File: src/rtl/mole_pkg.sv
// rtl/mole_pkg.sv - shared mole constants, hit codes and encoder state type
package mole_pkg;

    localparam int NUM_MOLES = 5;

    localparam logic [2:0] HIT_NONE  = 3'b000;
    localparam logic [2:0] HIT_MOLE1 = 3'b001;
    localparam logic [2:0] HIT_MOLE2 = 3'b010;
    localparam logic [2:0] HIT_MOLE3 = 3'b011;
    localparam logic [2:0] HIT_MOLE4 = 3'b100;
    localparam logic [2:0] HIT_MOLE5 = 3'b101;

    typedef enum logic {
        ST_READY = 1'b0,
        ST_HOLD  = 1'b1
    } enc_state_e;

    function automatic logic [2:0] mole_code(input int idx);
        case (idx)
            0:       return HIT_MOLE1;
            1:       return HIT_MOLE2;
            2:       return HIT_MOLE3;
            3:       return HIT_MOLE4;
            4:       return HIT_MOLE5;
            default: return HIT_NONE;
        endcase
    endfunction

endpackage

File: src/rtl/debounce_bit.sv
// rtl/debounce_bit.sv - two-flop synchroniser plus counter debounce for one button
module debounce_bit #(
    parameter int DEBOUNCE_CYCLES = 500000
) (
    input  logic clock,
    input  logic resetn,
    input  logic raw_i,
    output logic level_o,
    output logic rise_o
);

    localparam int CNT_W = $clog2(DEBOUNCE_CYCLES + 1);
    localparam logic [CNT_W-1:0] CNT_LAST = CNT_W'(DEBOUNCE_CYCLES - 1);

    logic             sync1_q, sync2_q;
    logic             level_q, level_d;
    logic [CNT_W-1:0] cnt_q, cnt_d;

    always_comb begin
        level_d = level_q;
        cnt_d   = '0;
        if (sync2_q != level_q) begin
            if (cnt_q == CNT_LAST) begin
                level_d = sync2_q;
            end else begin
                cnt_d = cnt_q + 1'b1;
            end
        end
    end

    always_ff @(posedge clock or negedge resetn) begin
        if (!resetn) begin
            sync1_q <= 1'b0;
            sync2_q <= 1'b0;
            level_q <= 1'b0;
            cnt_q   <= '0;
        end else begin
            sync1_q <= raw_i;
            sync2_q <= sync1_q;
            level_q <= level_d;
            cnt_q   <= cnt_d;
        end
    end

    // Rise is taken from next-state so the hit can register on the same edge as the debounced level.
    assign rise_o  = level_d & ~level_q;
    assign level_o = level_q;

endmodule

File: src/rtl/mole_input_encoder.sv
// rtl/mole_input_encoder.sv - debounced, priority-encoded mole hit code with fixed hold window
module mole_input_encoder
    import mole_pkg::*;
#(
    parameter int DEBOUNCE_CYCLES = 500000,
    parameter int HOLD_CYCLES     = 4
) (
    input  logic                 clock,
    input  logic                 resetn,
    input  logic [NUM_MOLES-1:0] rawPress,
    input  logic                 gameActive,
    output logic [2:0]           hit,
    output logic                 hitValid,
    output logic [NUM_MOLES-1:0] debounced,
    output logic                 dropped
);

    localparam int HOLD_W = $clog2(HOLD_CYCLES + 1);
    localparam logic [HOLD_W-1:0] HOLD_LOAD = HOLD_W'(HOLD_CYCLES - 1);

    logic [NUM_MOLES-1:0] rise;
    logic [2:0]           win_code;
    logic                 multi_event;

    enc_state_e           state_q;
    logic [2:0]           hit_q;
    logic                 hit_valid_q;
    logic                 dropped_q;
    logic [HOLD_W-1:0]    hold_cnt_q;

    for (genvar i = 0; i < NUM_MOLES; i++) begin : g_db
        debounce_bit #(
            .DEBOUNCE_CYCLES(DEBOUNCE_CYCLES)
        ) u_db (
            .clock  (clock),
            .resetn (resetn),
            .raw_i  (rawPress[i]),
            .level_o(debounced[i]),
            .rise_o (rise[i])
        );
    end

    // Descending scan so the lowest-index event ends up as the winner.
    always_comb begin
        win_code = HIT_NONE;
        for (int i = NUM_MOLES - 1; i >= 0; i--) begin
            if (rise[i]) win_code = mole_code(i);
        end
        multi_event = (rise & (rise - NUM_MOLES'(1))) != '0;
    end

    always_ff @(posedge clock or negedge resetn) begin
        if (!resetn) begin
            state_q     <= ST_READY;
            hit_q       <= HIT_NONE;
            hit_valid_q <= 1'b0;
            dropped_q   <= 1'b0;
            hold_cnt_q  <= '0;
        end else begin
            dropped_q <= 1'b0;
            case (state_q)
                ST_READY: begin
                    if (gameActive && win_code != HIT_NONE) begin
                        hit_q       <= win_code;
                        hit_valid_q <= 1'b1;
                        hold_cnt_q  <= HOLD_LOAD;
                        dropped_q   <= multi_event;
                        state_q     <= ST_HOLD;
                    end
                end
                ST_HOLD: begin
                    dropped_q <= |rise;
                    if (!gameActive || hold_cnt_q == '0) begin
                        hit_q       <= HIT_NONE;
                        hit_valid_q <= 1'b0;
                        state_q     <= ST_READY;
                    end else begin
                        hold_cnt_q <= hold_cnt_q - 1'b1;
                    end
                end
                default: begin
                    hit_q       <= HIT_NONE;
                    hit_valid_q <= 1'b0;
                    state_q     <= ST_READY;
                end
            endcase
        end
    end

    assign hit      = hit_q;
    assign hitValid = hit_valid_q;
    assign dropped  = dropped_q;

endmodule

File: config.mk
export PLATFORM = sky130hd
export DESIGN_NAME = mole_input_encoder
export DESIGN_NICKNAME = d
export VERILOG_FILES = /design/src/rtl/mole_pkg.sv /design/src/rtl/debounce_bit.sv /design/src/rtl/mole_input_encoder.sv
export SDC_FILE = /design/constraint.sdc
export NUM_CORES = 1
export LEC_CHECK = 0
export CAP_MARGIN = 20
export CORE_MARGIN = 8
export CORE_UTILIZATION = 35
export CTS_CLUSTER_SIZE = 8
export DETAILED_ROUTE_END_ITERATION = 7
export HOLD_SLACK_MARGIN = 0.08
export PLACE_DENSITY_LB_ADDON = 0.3
export SYNTH_ARGS = -nofsm -noshare
export SYNTH_HDL_FRONTEND = slang
export SYNTH_HIERARCHICAL = 1
export SYNTH_SLANG_ARGS = --single-unit
File: constraint.sdc
create_clock -name clock -period 5.3 [get_ports clock]
set_clock_uncertainty 0.2 [all_clocks]
set_input_delay 0.795 -clock clock [delete_from_list [all_inputs] [get_ports clock]]
set_output_delay 0.795 -clock clock [all_outputs]
set_load 0.005 [all_outputs]
# --- Yosys cells after proc, flatten, opt, wreduce, memory -nomap -nowiden ---
# Index checks and enable logic that the tools add are counted.
# Widths: inputs -> output; s select.
totals:
  ff_bits: 119
  in_bits: 8
  out_inout_bits: 10
  word_cells: 105
op_classes:
  n_addsub: 7
  n_eq_ne: 13
  muxes: 39
  bitwise_logic: 12
  n_reduce_logical: 9
ops:
  columns: ["cell", "n"]
  rows:
  - ["$mux 19", 10]
  - ["$add 19x1->19 const B", 5]
  - ["$eq 19x19->1 const B", 5]
  - ["$mux 3", 9]
  - ["$mux 1", 15]
  - ["$pmux 3 s2", 2]
  - ["$not 1->1", 6]
  - ["$pmux 1 s2", 3]
  - ["$and 1x1->1", 5]
  - ["$and 5x5->5", 1]
  - ["$ne 1x1->1", 5]
  - ["$reduce_bool 5->1", 1]
  - ["$reduce_or 5->1", 1]
  - ["$sub 5x1->5 const B", 1]
  - ["$ne 2x2->1 const B", 2]
  - ["$reduce_and 2->1", 2]
  - ["$logic_not 3->1", 1]
  - ["$reduce_bool 3->1", 1]
  - ["$sub 3x1->3 const B", 1]
  - ["$ne 2x1->1 const B", 1]
  - ["$logic_and 1x1->1", 1]
  - ["$logic_not 1->1", 1]
  - ["$logic_or 1x1->1", 1]

# --- Depth between registers and ports, before layout ---
depth:
  depth_word: 13
  depth_mapped: 9
  mapped_depth_nobuf: 9

# --- By module ---
# The synthesis kept the hierarchy.
by_module_without_submodules:
  columns: ["mod", "n_inst", "cells_each", "area_each_um2"]
  rows:
  - ["debounce_bit", 5, 109, 1093.5]
  - ["mole_input_encoder", 1, 62, 559.3]

# --- Worst setup path before layout ---
# No wires, ideal clock.
synth_timing:
  kind: "reg2reg"
  startpoint: "register g_db[3].u_db.cnt_q[0]"
  endpoint: "register dropped_q (netlist: dropped)"
  setup_ns: 0.080
  arrival_ns: 2.380
  required_ns: 5.020
  path_slack_ns: 2.640
  stages_incl_launch_ff: 10
  path_buffers: 0
  period_less_slack_ns: 2.660
  cell_sequence: "dfrtp_1 ha_1 nand4_1 nor3_1 nand4_1 nor3b_1 maj3_1 nor3_1 nor2_1 a2bb2oi_1"
synth_via:
  elab_chain_cells: 12
  word_cells_on_any_way: 16
synth_rtl:
  columns: ["item", "line_no", "rtl"]
  rows:
  - ["from (decl)", "debounce_bit.sv:17", "logic [CNT_W-1:0] cnt_q, cnt_d;"]
  - ["from (signal assigned)", "debounce_bit.sv:41", "cnt_q <= cnt_d;"]
  - ["$eq 19x19->1 (*)", "debounce_bit.sv:23", "if (cnt_q == CNT_LAST) begin"]
  - ["$mux 1 (*)", "debounce_bit.sv:23", null]
  - ["$mux 1 (*)", "debounce_bit.sv:22", "if (sync2_q != level_q) begin"]
  - ["$and 1x1->1 (*)", "debounce_bit.sv:46", "assign rise_o = level_d & ~level_q;"]
  - ["named net rise[3]", "mole_input_encoder.sv:21", "logic [NUM_MOLES-1:0] rise;"]
  - ["branches (longest 7 deep; another with $sub 5x1->5)", null, null]
  - ["$pmux 1 s2 (*)", "mole_input_encoder.sv:61", "case (state_q)"]
  - ["to (signal assigned)", "mole_input_encoder.sv:67", "dropped_q <= multi_event;"]
  - ["to (signal assigned)", "mole_input_encoder.sv:72", "dropped_q <= |rise;"]
  - ["to (decl)", "mole_input_encoder.sv:28", "logic dropped_q;"]
# Mark *: on every way through the listed nets, which the timed path passes.
# A chain may end at the register's enable or synchronous reset.

# --- Worst setup path in the final report ---
# Same ends and word-level chain as after synthesis.

==> qor.yml <==
ys_top_cells_by_count: "dfrtp_1, nor2_1, xnor2_1, nand4_1, nand2_1"
worstSetupEndpointType: "flop"
first_global_vias: 4698
grt_start_max_net_pins: 69
power.ir.vdd_worst_uv: 240
clk_pin_slew_ns: 0.06
synth_area_leaders: "dfrtp_1, xnor2_1, nor2_1"
pwr_density_cell_nw_per_um2: 307
seq_power_share: 0.437
cts.htree.levels: 4
setup_viol: 0
yosysSeqAreaShare: 0.494
p_switching_mw: 0.487
synth_nets: 622
status: "finished clean"
clock_latency_ns: 0.42
async_reset_ff_frac: 1.00
p_comb_frac: 0.029
pre_cts_ws_ns: 2.17
slew_violations: 0
synth_top_area_cell: "dfrtp_1"
crit_path_max_fanout: 7
cts_tree: "done"
dp_hpwl_mm: 8.36
period_share: 0.600
gp_congestion: 0.827
ys.flop_type: "dfrtp_1"
worst_slew_pin_slew_ns: 0.973
drt-initial-drc-count: 239
row_count: 48
gr-total-overflow: 0
switching_share: 0.227
grt_pass1_wl_mm: 22.1
avgSynthCellArea_sq_um: 9.93
tns_ns: 0
power.internal_mw: 1.66
critPathSlowestCell: "nor3b_1"
syn2layout_area_growth_pct: 16.2
cts.path.max_buffers: 2
rsz0062_at_grt: "no"
holdPathStages: 0
hold_viol_final: 0
cts.hold.buffers_added: 0
die_h_um: 147
synth_area_sq_um: 6030
max_freq_mhz: 314
critical_path_class: "flop to flop"
synth_edf_count: 0
yosys.cell_types.count: 43
crit_path_start_kind: "flop"
core_area_sq_um: 17100
postCtsSetupRepairBufs: 0
synth.top_cell.area_share: 0.494
layout_setup_ws_ns: 2.12
finalWirelength_mm: 12.4
post_cts_resize_count: 0
io_buffer_count: 17
pin_count: 18
ff2ff_path_depth: 9
maxSlewHeadroom: 0.350
p_leak_nw: 2.66
grt_util_all_layers: 0.124
synth_most_common_cell: "dfrtp_1"
vias: 4487
antenna_left: 0
required_ns: 5.44
post-route-min-period_ns: 3.18
fin_nets: 642
cp_cell_sequence: "ha_1 -> nand4_1 -> nor3_1 -> nand4_1 -> nor3b_1 -> maj3_1 -> nor3_1 -> nor2_1 -> a2bb2oi_1"
holdWs_ns: 0.146
drc: 0
dieWidth_um: 147
antenna_found_initial: 0
routedWlPerCell_um: 14.3
die_area_sq_um: 21700
start_util: 0.353
cts.sinks: 119
ys_ff_latch: 119
max_cap_violations: 0
hold_class: "flop to flop"
yosysWarningCount: 6
diodes: 0
clock-root-buffer: "clkbuf_16"
max_stage_delay_ns: 0.85
p_clk_frac: 0.535
drive_above_1_share: 0.106
drt_pass1_iterations: 4
cts_buffers: 17
syn_inst: 607
worstPathArrival_ns: 3.32
routed_via_density: 5.19
-- power groups by stage --
stage | Sequential (mW) | Combinational (mW) | Clock (mW)
floorplan | 0.949 | 0.0359 | 0
global route | 0.942 | 0.0716 | 1.22
detailed placement | 0.955 | 0.0635 | 0
finish | 0.939 | 0.0616 | 1.15
CTS | 0.939 | 0.0643 | 1.18
global placement | 0.954 | 0.0623 | 0
-- flip-flops by register name (all words and copies together) (netlist names) --
register and cells:
state_q 1, g_db.u_db/level_o 5, hold_cnt_q 3, g_db.u_db/sync1_q 5
g_db.u_db/sync2_q 5, g_db.u_db/cnt_q 95, dropped 1, hit 3
hitValid 1
-- cell usage in the layout, fill, tap and decap left out, types with 2 or more instances in the layout --
cell / synthesis / layout
a21oi_1: 8 / 8
a21oi_2: 5 / 5
a22oi_1: 2 / 2
a31o_2: 5 / 5
and2_1: 5 / 5
and3_1: 6 / 6
and4_1: 5 / 5
buf_4: 0 / 2
bufinv_16: 0 / 2
clkbuf_16: 0 / 17
clkbuf_8: 0 / 2
clkdlybuf4s50_1: 0 / 16
clkinv_2: 0 / 3
clkinvlp_4: 0 / 2
dfrtp_1: 119 / 119
ha_1: 7 / 7
inv_1: 20 / 20
inv_6: 0 / 5
mux2_2: 5 / 5
nand2_1: 38 / 38
nand2b_1: 2 / 2
nand3_1: 34 / 34
nand4_1: 45 / 45
nand4_2: 5 / 5
nor2_1: 96 / 96
nor3_1: 32 / 32
nor3b_1: 5 / 5
nor4_1: 17 / 17
nor4b_1: 10 / 10
o21ai_0: 8 / 8
o21ai_1: 3 / 3
o31ai_1: 2 / 2
o31ai_4: 5 / 5
or3_1: 6 / 6
or4_4: 5 / 5
xnor2_1: 60 / 60
xor2_1: 20 / 20
-- metrics by stage --
step / total power, mW / instances / instance area [sq um] / utilization
floorplan: 0.985 / 607 / 6030 / -
global placement: 1.02 / 833 / 6410 / 0.376
finish: 2.15 / 865 / 7000 / 0.411
global route: 2.23 / 865 / 7000 / 0.411
CTS: 2.18 / 865 / 7000 / 0.411
detailed placement: 1.02 / 833 / 6410 / 0.376
-- worst max-delay path, delay by kind of cell, from the launching register on --
family	cells	cell delay, ns
AND/OR/NAND/NOR	6	1.75
AO/OA/AOI/OAI	1	0.15
flip-flops	1	0.42
adder cells (fa/ha/maj)	2	0.59
-- metal layers --
layer / vias to the layer above / GRT usage / share of wire
met4: 0 / 0.0581 / 0.011
li1: 2193 / - / -
met1: 2202 / 0.156 / 0.47
met2: 82 / 0.195 / 0.48
met3: 10 / 0.0314 / 0.037
met5: - / 0 / 0
-- cells by family after synthesis --
logic type,share of synthesized area
adders and majority gates,0.0162
buffers and inverters,0.0257
AOI/OAI and AO/OA,0.0664
DFF,0.494
and+or+nand+nor,0.272
muxes,0.00934
xor gates and xnor gates,0.116
-- final cells by class --
type	count	area, sq um
Tap cell	225	282
Sequential cell	119	2980
Clock inverter	13	143
Inverter	21	78.8
Clock buffer	19	453
Multi-Input combinational cell	450	2890
Timing Repair Buffer	18	175
Fill cell	1690	10100
-- final timing paths --
kind	start	endpoint	slack (ns)
setup / recovery	g_db[3].u_db/cnt_q[0]$_DFF_PN0_	dropped$_DFF_PN0_	2.12
setup reg to reg	g_db[3].u_db/cnt_q[0]$_DFF_PN0_	dropped$_DFF_PN0_	2.12
max in group asynchronous	resetn	g_db[1].u_db/cnt_q[7]$_DFF_PN0_	3.41
min in group asynchronous	resetn	g_db[4].u_db/cnt_q[17]$_DFF_PN0_	0.29
hold / removal	g_db[4].u_db/sync1_q$_DFF_PN0_	g_db[4].u_db/sync2_q$_DFF_PN0_	0.15
hold reg to reg	g_db[4].u_db/sync1_q$_DFF_PN0_	g_db[4].u_db/sync2_q$_DFF_PN0_	0.15
Note: power is estimated with default switching activity, not from simulation.
